## config.mk

```make
export PLATFORM = sky130hd
export DESIGN_NAME = uart_rx
export DESIGN_NICKNAME = d
export VERILOG_FILES = /design/src/rtl/uart_pkg.sv /design/src/rtl/uart_rx_sync.sv /design/src/rtl/uart_rx.sv
export SDC_FILE = /design/constraint.sdc
export NUM_CORES = 1
export LEC_CHECK = 0
export ABC_AREA = 1
export CORE_UTILIZATION = 45
export CTS_BUF_LIST = sky130_fd_sc_hd__clkbuf_8
export DETAILED_ROUTE_END_ITERATION = 16
export GPL_ROUTABILITY_DRIVEN = 0
export SLEW_MARGIN = 40
export SYNTH_ARGS = -nofsm -noshare
export SYNTH_HDL_FRONTEND = slang
export SYNTH_SLANG_ARGS = --single-unit
```

## constraint.sdc

```tcl
create_clock -name clk -period 5.3 [get_ports clk]
set_clock_uncertainty 0.15 [all_clocks]
set_input_delay 1.06 -clock clk [delete_from_list [all_inputs] [get_ports clk]]
set_output_delay 1.06 -clock clk [all_outputs]
set_load 0.05 [all_outputs]
```

## src/rtl/uart_pkg.sv

```systemverilog
// Shared UART definitions: FSM state encoding and baud-counter derivation,
// used by both the receiver and the transmitter.
package uart_pkg;

  typedef enum logic [1:0] {
    IDLE  = 2'd0,
    START = 2'd1,
    DATA  = 2'd2,
    STOP  = 2'd3
  } uart_state_t;

  // Clocks per bit (integer division of clock rate by baud rate).
  function automatic int uart_cnt_baud_max(input int clk_f, input int baud);
    return clk_f / baud;
  endfunction

  function automatic int uart_cnt_half(input int clk_f, input int baud);
    return uart_cnt_baud_max(clk_f, baud) / 2;
  endfunction

endpackage

```

## src/rtl/uart_rx_sync.sv

```systemverilog
// Two-flop synchroniser for the asynchronous rx line plus one delay flop
// used to detect the synced high-to-low start edge.
module uart_rx_sync (
  input  logic clk,
  input  logic rst_n,
  input  logic rx,
  output logic rx_sync,
  output logic rx_fall
);

  logic rx_p0;
  logic rx_p1;
  logic rx_p2;

  // Flops preset to idle-high so leaving reset never looks like a start edge.
  always_ff @(posedge clk or negedge rst_n) begin
    if (!rst_n) begin
      rx_p0 <= 1'b1;
      rx_p1 <= 1'b1;
      rx_p2 <= 1'b1;
    end else begin
      rx_p0 <= rx;
      rx_p1 <= rx_p0;
      rx_p2 <= rx_p1;
    end
  end

  assign rx_sync = rx_p1;
  assign rx_fall = rx_p2 & ~rx_p1;

endmodule

```

## src/rtl/uart_rx.sv

```systemverilog
// 8N1 UART receiver, LSB first, mid-bit sampling from a free baud counter.
// Optional macro UART_RX_FERR_EN: a zero stop bit raises po_ferr instead of po_flag.
module uart_rx
  import uart_pkg::*;
#(
  parameter int clk_frequence = 5_000_000,
  parameter int baud_rate     = 9600
) (
  input  logic       clk,
  input  logic       rst_n,
  input  logic       rx,
  output logic [7:0] po_data,
  output logic       po_flag,
  output logic       po_ferr
);

  localparam int CNT_BAUD_MAX = uart_cnt_baud_max(clk_frequence, baud_rate);
  localparam int CNT_HALF     = uart_cnt_half(clk_frequence, baud_rate);
  localparam int CNT_W        = $clog2(CNT_BAUD_MAX);
  localparam logic [CNT_W-1:0] CNT_LAST = CNT_W'(CNT_BAUD_MAX - 1);
  localparam logic [CNT_W-1:0] CNT_MID  = CNT_W'(CNT_HALF - 1);

  uart_state_t      state;
  uart_state_t      state_nxt;
  logic [CNT_W-1:0] cnt;
  logic [2:0]       bit_cnt;
  logic             rx_sync;
  logic             rx_fall;
  logic             start_smp;
  logic             bit_smp;
  logic             stop_smp;
  logic [7:0]       shift_p0;
  logic             vld_p0;
  logic             flag_ok;

  uart_rx_sync u_sync (
    .clk     (clk),
    .rst_n   (rst_n),
    .rx      (rx),
    .rx_sync (rx_sync),
    .rx_fall (rx_fall)
  );

  always_ff @(posedge clk or negedge rst_n) begin
    if (!rst_n) state <= IDLE;
    else        state <= state_nxt;
  end

  // Falling edges only matter in IDLE; elsewhere the counter drives progress.
  always_comb begin
    state_nxt = state;
    case (state)
      IDLE:    if (rx_fall) state_nxt = START;
      START:   if (start_smp) state_nxt = rx_sync ? IDLE : DATA;
      DATA:    if (bit_smp && (bit_cnt == 3'd7)) state_nxt = STOP;
      STOP:    if (stop_smp) state_nxt = IDLE;
      default: state_nxt = IDLE;
    endcase
  end

  always_comb begin
    start_smp = (state == START) && (cnt == CNT_MID);
    bit_smp   = (state == DATA)  && (cnt == CNT_LAST);
    stop_smp  = (state == STOP)  && (cnt == CNT_LAST);
  end

  // Leaving STOP at mid-bit lets a start edge in the stop bit's second half open the next frame.
  always_ff @(posedge clk or negedge rst_n) begin
    if (!rst_n) begin
      cnt     <= '0;
      bit_cnt <= 3'd0;
    end else begin
      if ((state == IDLE) || start_smp || (cnt == CNT_LAST)) cnt <= '0;
      else                                                    cnt <= cnt + 1'b1;
      if (state != DATA) bit_cnt <= 3'd0;
      else if (bit_smp)  bit_cnt <= bit_cnt + 3'd1;
    end
  end

  always_ff @(posedge clk) begin
    if (bit_smp) shift_p0[bit_cnt] <= rx_sync;
  end

  // ---- stage p0: stop-bit sample captured ----
  always_ff @(posedge clk or negedge rst_n) begin
    if (!rst_n) vld_p0 <= 1'b0;
    else        vld_p0 <= stop_smp;
  end

`ifdef UART_RX_FERR_EN
  logic stop_p0;

  always_ff @(posedge clk) begin
    if (stop_smp) stop_p0 <= rx_sync;
  end

  assign flag_ok = stop_p0;

  always_ff @(posedge clk or negedge rst_n) begin
    if (!rst_n) po_ferr <= 1'b0;
    else        po_ferr <= vld_p0 & ~stop_p0;
  end
`else
  assign flag_ok = 1'b1;
  assign po_ferr = 1'b0;
`endif

  // ---- stage p1: byte presented ----
  always_ff @(posedge clk or negedge rst_n) begin
    if (!rst_n) begin
      po_flag <= 1'b0;
      po_data <= 8'h00;
    end else begin
      po_flag <= vld_p0 & flag_ok;
      if (vld_p0 && flag_ok) po_data <= shift_p0;
    end
  end

endmodule
```

## After elaboration in Yosys (flattened, before gate mapping)

Index checks and enable logic that the tools add are counted.

| word-level totals | value |
|---|---|
| register bits | 36 |
| input bits | 3 |
| output and inout bits | 10 |
| logic and storage cells | 49 |

| operators by class | value |
|---|---|
| add/subtract/negate cells | 2 |
| order comparisons | 2 |
| eq/ne operators | 11 |
| mux-type cells | 12 |
| bitwise gates (word level) | 2 |
| reduce and logical (&&, ||, !) cells | 10 |

Operators by type and width:

| cell | number |
|---|---|
| 10-bit by 1-bit adder with 10-bit output (second input constant) | 1 |
| 10-bit equality test (second input constant) | 1 |
| 10-bit by 9-bit equality test with 1-bit output (second input constant) | 1 |
| 10-bit 2-to-1 mux | 1 |
| 2-bit 2-to-1 mux | 5 |
| 2-bit != test (second input constant) | 5 |
| 8-bit bitwise mux | 1 |
| 2-bit one-hot mux with 4 select lines | 1 |
| 3-bit 2-to-1 mux | 2 |
| 1-bit logical AND | 5 |
| 2-bit equality test (second input constant) | 2 |
| 3-bit by 4-bit less-than comparator with 1-bit output (second input constant) | 1 |
| 4-bit AND reduction | 1 |
| 3-bit by 1-bit adder with 3-bit output (second input constant) | 1 |
| 1-bit demux with 3-bit select | 1 |
| 3-bit equality test (second input constant) | 1 |
| 3-bit by 1-bit greater-or-equal comparator with 1-bit output (second input constant) | 1 |
| 2-bit by 1-bit equality test with 1-bit output (second input constant) | 1 |
| 2-bit zero test | 1 |
| 1-bit logical OR | 2 |
| 2-bit nonzero test | 1 |
| 1-bit bitwise AND | 1 |
| 1-bit 2-to-1 mux | 1 |
| 1-bit NOT | 1 |

## Longest topological paths before layout

Gate-level depths: netlist of run 1.

| logic depth | value |
|---|---|
| depth after elaboration | 5 |
| mapped depth | 9 |
| depth with buffers taken out | 9 |

## Modules after synthesis

Synthesis of run 1 repeated with hierarchy kept, for this count alone.

| unflattened totals | value |
|---|---|
| cell total of the unflattened synthesis | 143 |
| area, all modules | 1554.0 µm² |

Modules (own cells, without submodules):

| module | times used | cells each | area an instance (µm²) | seq. area each (µm²) |
|---|---|---|---|---|
| uart_rx | 1 | 138 | 1465.2 | 865.8 |
| uart_rx_sync | 1 | 5 | 88.8 | 78.8 |

## Worst setup path after synthesis of run 1

OpenSTA, ideal clock, no wires.

| timing path | value |
|---|---|
| path kind | reg2out |
| from | register po_data[0] |
| to | output port po_data[0] |
| data arrival time | 0.598 ns |
| data required time | 4.090 ns |
| setup slack | 3.492 ns |
| cell stages (with the launch flop) | 1 |
| path buffers | 0 |
| path through | dfrtp_1 |

RTL lines:

| item | line | source |
|---|---|---|
| from (decl) | uart_rx.sv:12 | `output logic [7:0] po_data,` |
| from (signal assigned) | uart_rx.sv:115 | `if (vld_p0 && flag_ok) po_data <= shift_p0;` |

No word-level cell between the ends.

## Final worst setup path of run 1

| timing path | value |
|---|---|
| from | register po_data[2] |
| to | output port po_data[2] |

No word-level cell between the ends.

==> metrics.cfg, run 1 <==
[outcome]
outcome=finished clean

[worst_hold_path]
holdPathEnd=u_sync.rx_sync
hold_class=reg -> reg
holdPathStages=0
min-delay-start=u_sync.rx_p0

[critical_path]
r2r_slack_ps=3320
ff2ff_path_depth=7
r2r_end=shift_p0[1]
cp_top_family=buffers and inverters
worstPathRequired_ps=4090
worstSetupEndpointType=output port
crit_type=reg -> out
slowest_stage=clkdlybuf4s50_1
cp_cell_sequence=clkdlybuf4s50_1
crit_path_start_kind=flop
crit_arrival_ps=1440
timing.critical_path.buf_inv=1
reg2reg_from=cnt[0]
critPathMaxStageDelay_ps=810
worstPathMaxFanout=2

[clock_network]
clk_latency_ps=280
numCtsBuffers=5
cts_htree_levels=2
ctsResizeCount=0
cts.clk_slew.worst_paths_ps=70
cts_sinks=36
cts_tree=done
root_buffer=clkbuf_8
cts_setup_buffers=0
clockBufferDepth=2
cts_hold_buffers=0

[sta]
fin_crit_sh=0.501
fmax_ghz=0.377
finalMaxSlewViolations=0
hold_slack_ps=213
grt_setup_unrepaired=no
period_needed_ps=2650
hold_viol=0
fin_setup_tns_ps=0
setup_viol=0

[finish]
multiInputGateArea_sq_um=538
final_nets=175
drive_gt1_frac=0.171
area_delta_synth_final_pct=16.8
n_antenna_cell=0
seqCellArea_sq_um=945
fillers=288

[floorplanning]
coreArea_sq_um=3180
start_util=0.490
rows=20
io_pins=13
die_area_sq_um=3700
die_x_microns=60.8
die-height_microns=60.8

[job]
drv_cap=0

[synthesis]
synthFlopType=dfrtp_1
synth_commonest_cells=nand2_1 (33), nor2_1 (28), dfrtp_1 (25)
synth.distinct_cells=24
ys_seq_elements=36
yosysMostFrequentCell=nand2_1
async_flop_share=0.778
yosysTopAreaCell=dfrtp_1
synth_edf_count=8
syn_area_sq_um=1560
avgSynthCellArea_sq_um=10.2
synth_top_area_share=0.402
netlist_instances=153
synth_fp_nets=159
yosysWarningCount=0
ys_top_cells_by_area=dfrtp_1 (40%), edfxtp_1 (15%), nand2_1 (8.0%)
ys_seq_area_frac=0.606

[drt]
vias=1014
firstDrtPassIters=4
drc=0
avgViaCountPerCell=4.74
avgRoutedWirePerCell_microns=11.1
wirelength_microns=2370
drt.antenna.violating_nets=0
drtIter0Drc=41

[power_and_ir_drop]
peakVddDrop_mv=0.215
leakage_nw=0.830
power.density_nw_per_um2=369

[placement]
io_buffers=11
hpwl_microns=1640

[grt]
antenna_found_initial=0
grt_overflow=0
grt_usage=0.161
grt_pass1_vias=944
grt_pass1_wl_microns=4170
grt_start_max_net_pins=29

[cells by family after synthesis]
group,synth area share
buf+inv,0.0482
xor+xnor,0.0281
compound gates,0.0112
other cells,0.00241
mux,0.0578
simple gates,0.222
fa+ha+maj,0.0241
flops,0.606
[state kept, by name (all words and copies together), names as in the netlist, named ones only]
name            cells
po_flag             1
bit_cnt             3
vld_p0              1
u_sync.rx_sync      1
u_sync.rx_p2        1
shift_p0            8
po_data             8
cnt                10
u_sync.rx_p0        1
state               1
[area by class of cell]
type / instances / area share
sequential: 36 / 0.519
tap: 44 / 0.0303
timing repair buffer: 12 / 0.0646
multi-input combinational: 99 / 0.296
inverter: 15 / 0.0309
clock inverter: 3 / 0.0213
clock buffer: 5 / 0.0378
[metrics by stage]
step	std cells	power (mW)	setup WS (ps)	utilization	instance area, sq um
3_5_place_dp	206	0.447	2950	0.539	1710
4_1_cts	214	0.679	2630	0.572	1820
6_report	214	0.671	2650	0.572	1820
3_3_place_gp	206	0.440	2980	0.539	1710
5_1_grt	214	0.711	2590	0.572	1820
2_1_floorplan	153	0.423	3490	-	1560
[cells in the final DEF, fill, tap and decap left out, drive strengths merged]
cell type / n
clkdlybuf4s50: 11
xor2: 4
buf: 1
bufinv: 1
o21ai: 2
dfrtp: 25
nor3: 4
inv: 16
o211ai: 1
nand3: 6
nor2: 29
clkbuf: 5
xnor2: 1
nand2: 37
and2: 1
ha: 3
mux2: 8
nand4: 2
clkinv: 1
edfxtp: 8
conb: 1
dfstp: 3
[routing by layer]
metal | vias up | GRT usage | wire, microns
met5 | - | 0 | 0
li1 | 521 | - | -
met2 | 15 | 0.243 | 1060
met4 | 0 | 0.0682 | 42
met1 | 472 | 0.212 | 1180
met3 | 6 | 0.0576 | 91
[report_power, final]
group / internal [mW] / total (mW) / switching, mW
Clock: 0.138 / 0.229 / 0.0915
Combinational: 0.0376 / 0.104 / 0.0665
Sequential: 0.307 / 0.338 / 0.0314
Total: 0.482 / 0.671 / 0.189
[worst max-delay path by stage]
stage	from	end	slack [ps]	depth (start not counted)
2_1_floorplan	po_data[0]	po_data[0]	3490	0
3_3_place_gp	po_data[0]	po_data[0]	2980	1
3_5_place_dp	po_data[2]	po_data[2]	2950	1
4_1_cts	po_data[2]	po_data[2]	2630	1
5_1_grt	po_data[4]	po_data[4]	2590	1
6_report	po_data[2]	po_data[2]	2650	1
No activity file was read; power rests on OpenSTA's default activity.
==> run 2: changes to the inputs <==
clock period = 2.76 ns   (was 5.3 ns; I/O delays follow)
==> metrics.cfg, run 2 (synthesized netlist as in run 1, its figures left out) <==
[outcome]
outcome=finished clean

[drt]
top_layer=met4
avgViaCountPerCell=4.73
drc=0
avgRoutedWirePerCell_microns=11.0
wirelength_microns=2350
wl_met1_microns=1190
vias=1013
firstDrtPassIters=4
wl_met2_microns=1040
wl_met3_microns=108
drtIter0Drc=39
drt.antenna.violating_nets=0

[sta]
setup_viol=0
period_needed_ps=2130
fin_ws_ps=625
fin_setup_tns_ps=0
grt_setup_unrepaired=no
finalMaxSlewViolations=0
hold_viol=0
fmax_ghz=0.468
fin_crit_sh=0.773

[critical_path]
r2r_slack_ps=860
crit_type=reg -> out
crit_path_start_kind=flop
ff2ff_path_depth=7
startpoint=po_data[2]
cp_cell_sequence=clkdlybuf4s50_1
crit_arrival_ps=1430
critPathMaxStageDelay_ps=800
reg2reg_from=cnt[0]
cp.depth=1
r2r_end=shift_p0[3]
timing.critical_path.buf_inv=1
worstPathRequired_ps=2060
cp-endpoint=po_data[2]
cp_top_family=buffers and inverters
worstPathMaxFanout=2
slowest_stage=clkdlybuf4s50_1
worstSetupEndpointType=output port

[floorplanning]
io_pins=13
start_util=0.490
die-height_microns=60.8
die_x_microns=60.8
die_area_sq_um=3700
rows=20
coreArea_sq_um=3180

[grt]
grt_start_max_net_pins=29
grt_pass1_vias=947
grt_usage=0.158
antenna_found_initial=0
grt_pass1_wl_microns=4170
grt_overflow=0

[clock_network]
numCtsBuffers=5
cts_htree_levels=2
cts.clk_slew.worst_paths_ps=70
ctsResizeCount=0
cts_hold_buffers=0
root_buffer=clkbuf_8
cts_setup_buffers=0
cts_sinks=36
clockBufferDepth=2
cts_tree=done
clk_latency_ps=280

[finish]
design_area_sq_um=1800
largest_reg_flops=10
final_util=0.565
layout_commonest_cell=nand2_1
n_antenna_cell=0
top_regs=cnt x10, po_data x8, shift_p0 x8
layout_common_cells=nand2_1 (33), nor2_1 (28), dfrtp_1 (25)
top_register=cnt
drive_gt1_frac=0.165
final_nets=175
area_delta_synth_final_pct=15.3

[job]
drv_cap=0

[power_and_ir_drop]
leakage_nw=0.814
power_mw=1.18
peakVddDrop_mv=0.382
power.density_nw_per_um2=658

[placement]
hpwl_microns=1720
placed_cell_area_sq_um=1710
io_buffers=11
pre_cts_ws_ps=867

[worst_hold_path]
hold_class=reg -> reg

-- run 2: changes by cell type in the layout (fill, tap and decap cells not counted), sizes merged --
cell,before,now
clkinvlp,0,1
bufinv,1,0
-- run 2: routing by layer --
layer  vias up  global-route usage
met5         -                   0
met4         0              0.0552
met3         4              0.0576
met2        26               0.240
met1       470               0.210
li1        513                   -
-- run 2: report_power, final --
part           leakage [nW]  internal [mW]  switching [mW]
Combinational         0.327         0.0712           0.122
Sequential            0.444          0.589          0.0583
Clock                0.0430          0.171           0.170
Total                 0.814          0.831           0.351
-- run 2: worst reg2reg max path, cell delays in order, from the launching register on --
cell and delay, ps:
dfrtp_1 430, ha_1 250, nand2_2 90, nor2_2 150
nand2_4 80, nor3_4 180, nand2_1 150, nor2_1 130
-- run 2: cell type report --
| class | count | area (sq um) |
|---|---|---|
| tap | 44 | 55.1 |
| timing repair buffer | 12 | 118 |
| clock inverter | 3 | 15.0 |
| inverter | 15 | 56.3 |
| clock buffer | 5 | 68.8 |
| fill | 282 | 1380 |
| sequential | 36 | 945 |
| multi-input combinational | 99 | 538 |
-- run 2: stage by stage --
| stage | hold WS [ps] | std cells |
|---|---|---|
| 3_5_place_dp | 198 | 206 |
| 5_1_grt | 221 | 214 |
| 4_1_cts | 212 | 214 |
| 6_report | 208 | 214 |
| 2_1_floorplan | 106 | 153 |
| 3_3_place_gp | 198 | 206 |
-- run 2: worst min-delay path by stage --
stage	startpoint	endpoint	slack, ps	depth (start not counted)
after floorplan	rst_n	async pin	110	0
after global placement	u_sync.rx_p0	u_sync.rx_sync	200	0
after detailed placement	u_sync.rx_p0	u_sync.rx_sync	200	0
after CTS	u_sync.rx_p0	u_sync.rx_sync	210	0
after global routing	u_sync.rx_p0	u_sync.rx_sync	220	0
final	u_sync.rx_p0	u_sync.rx_sync	210	0
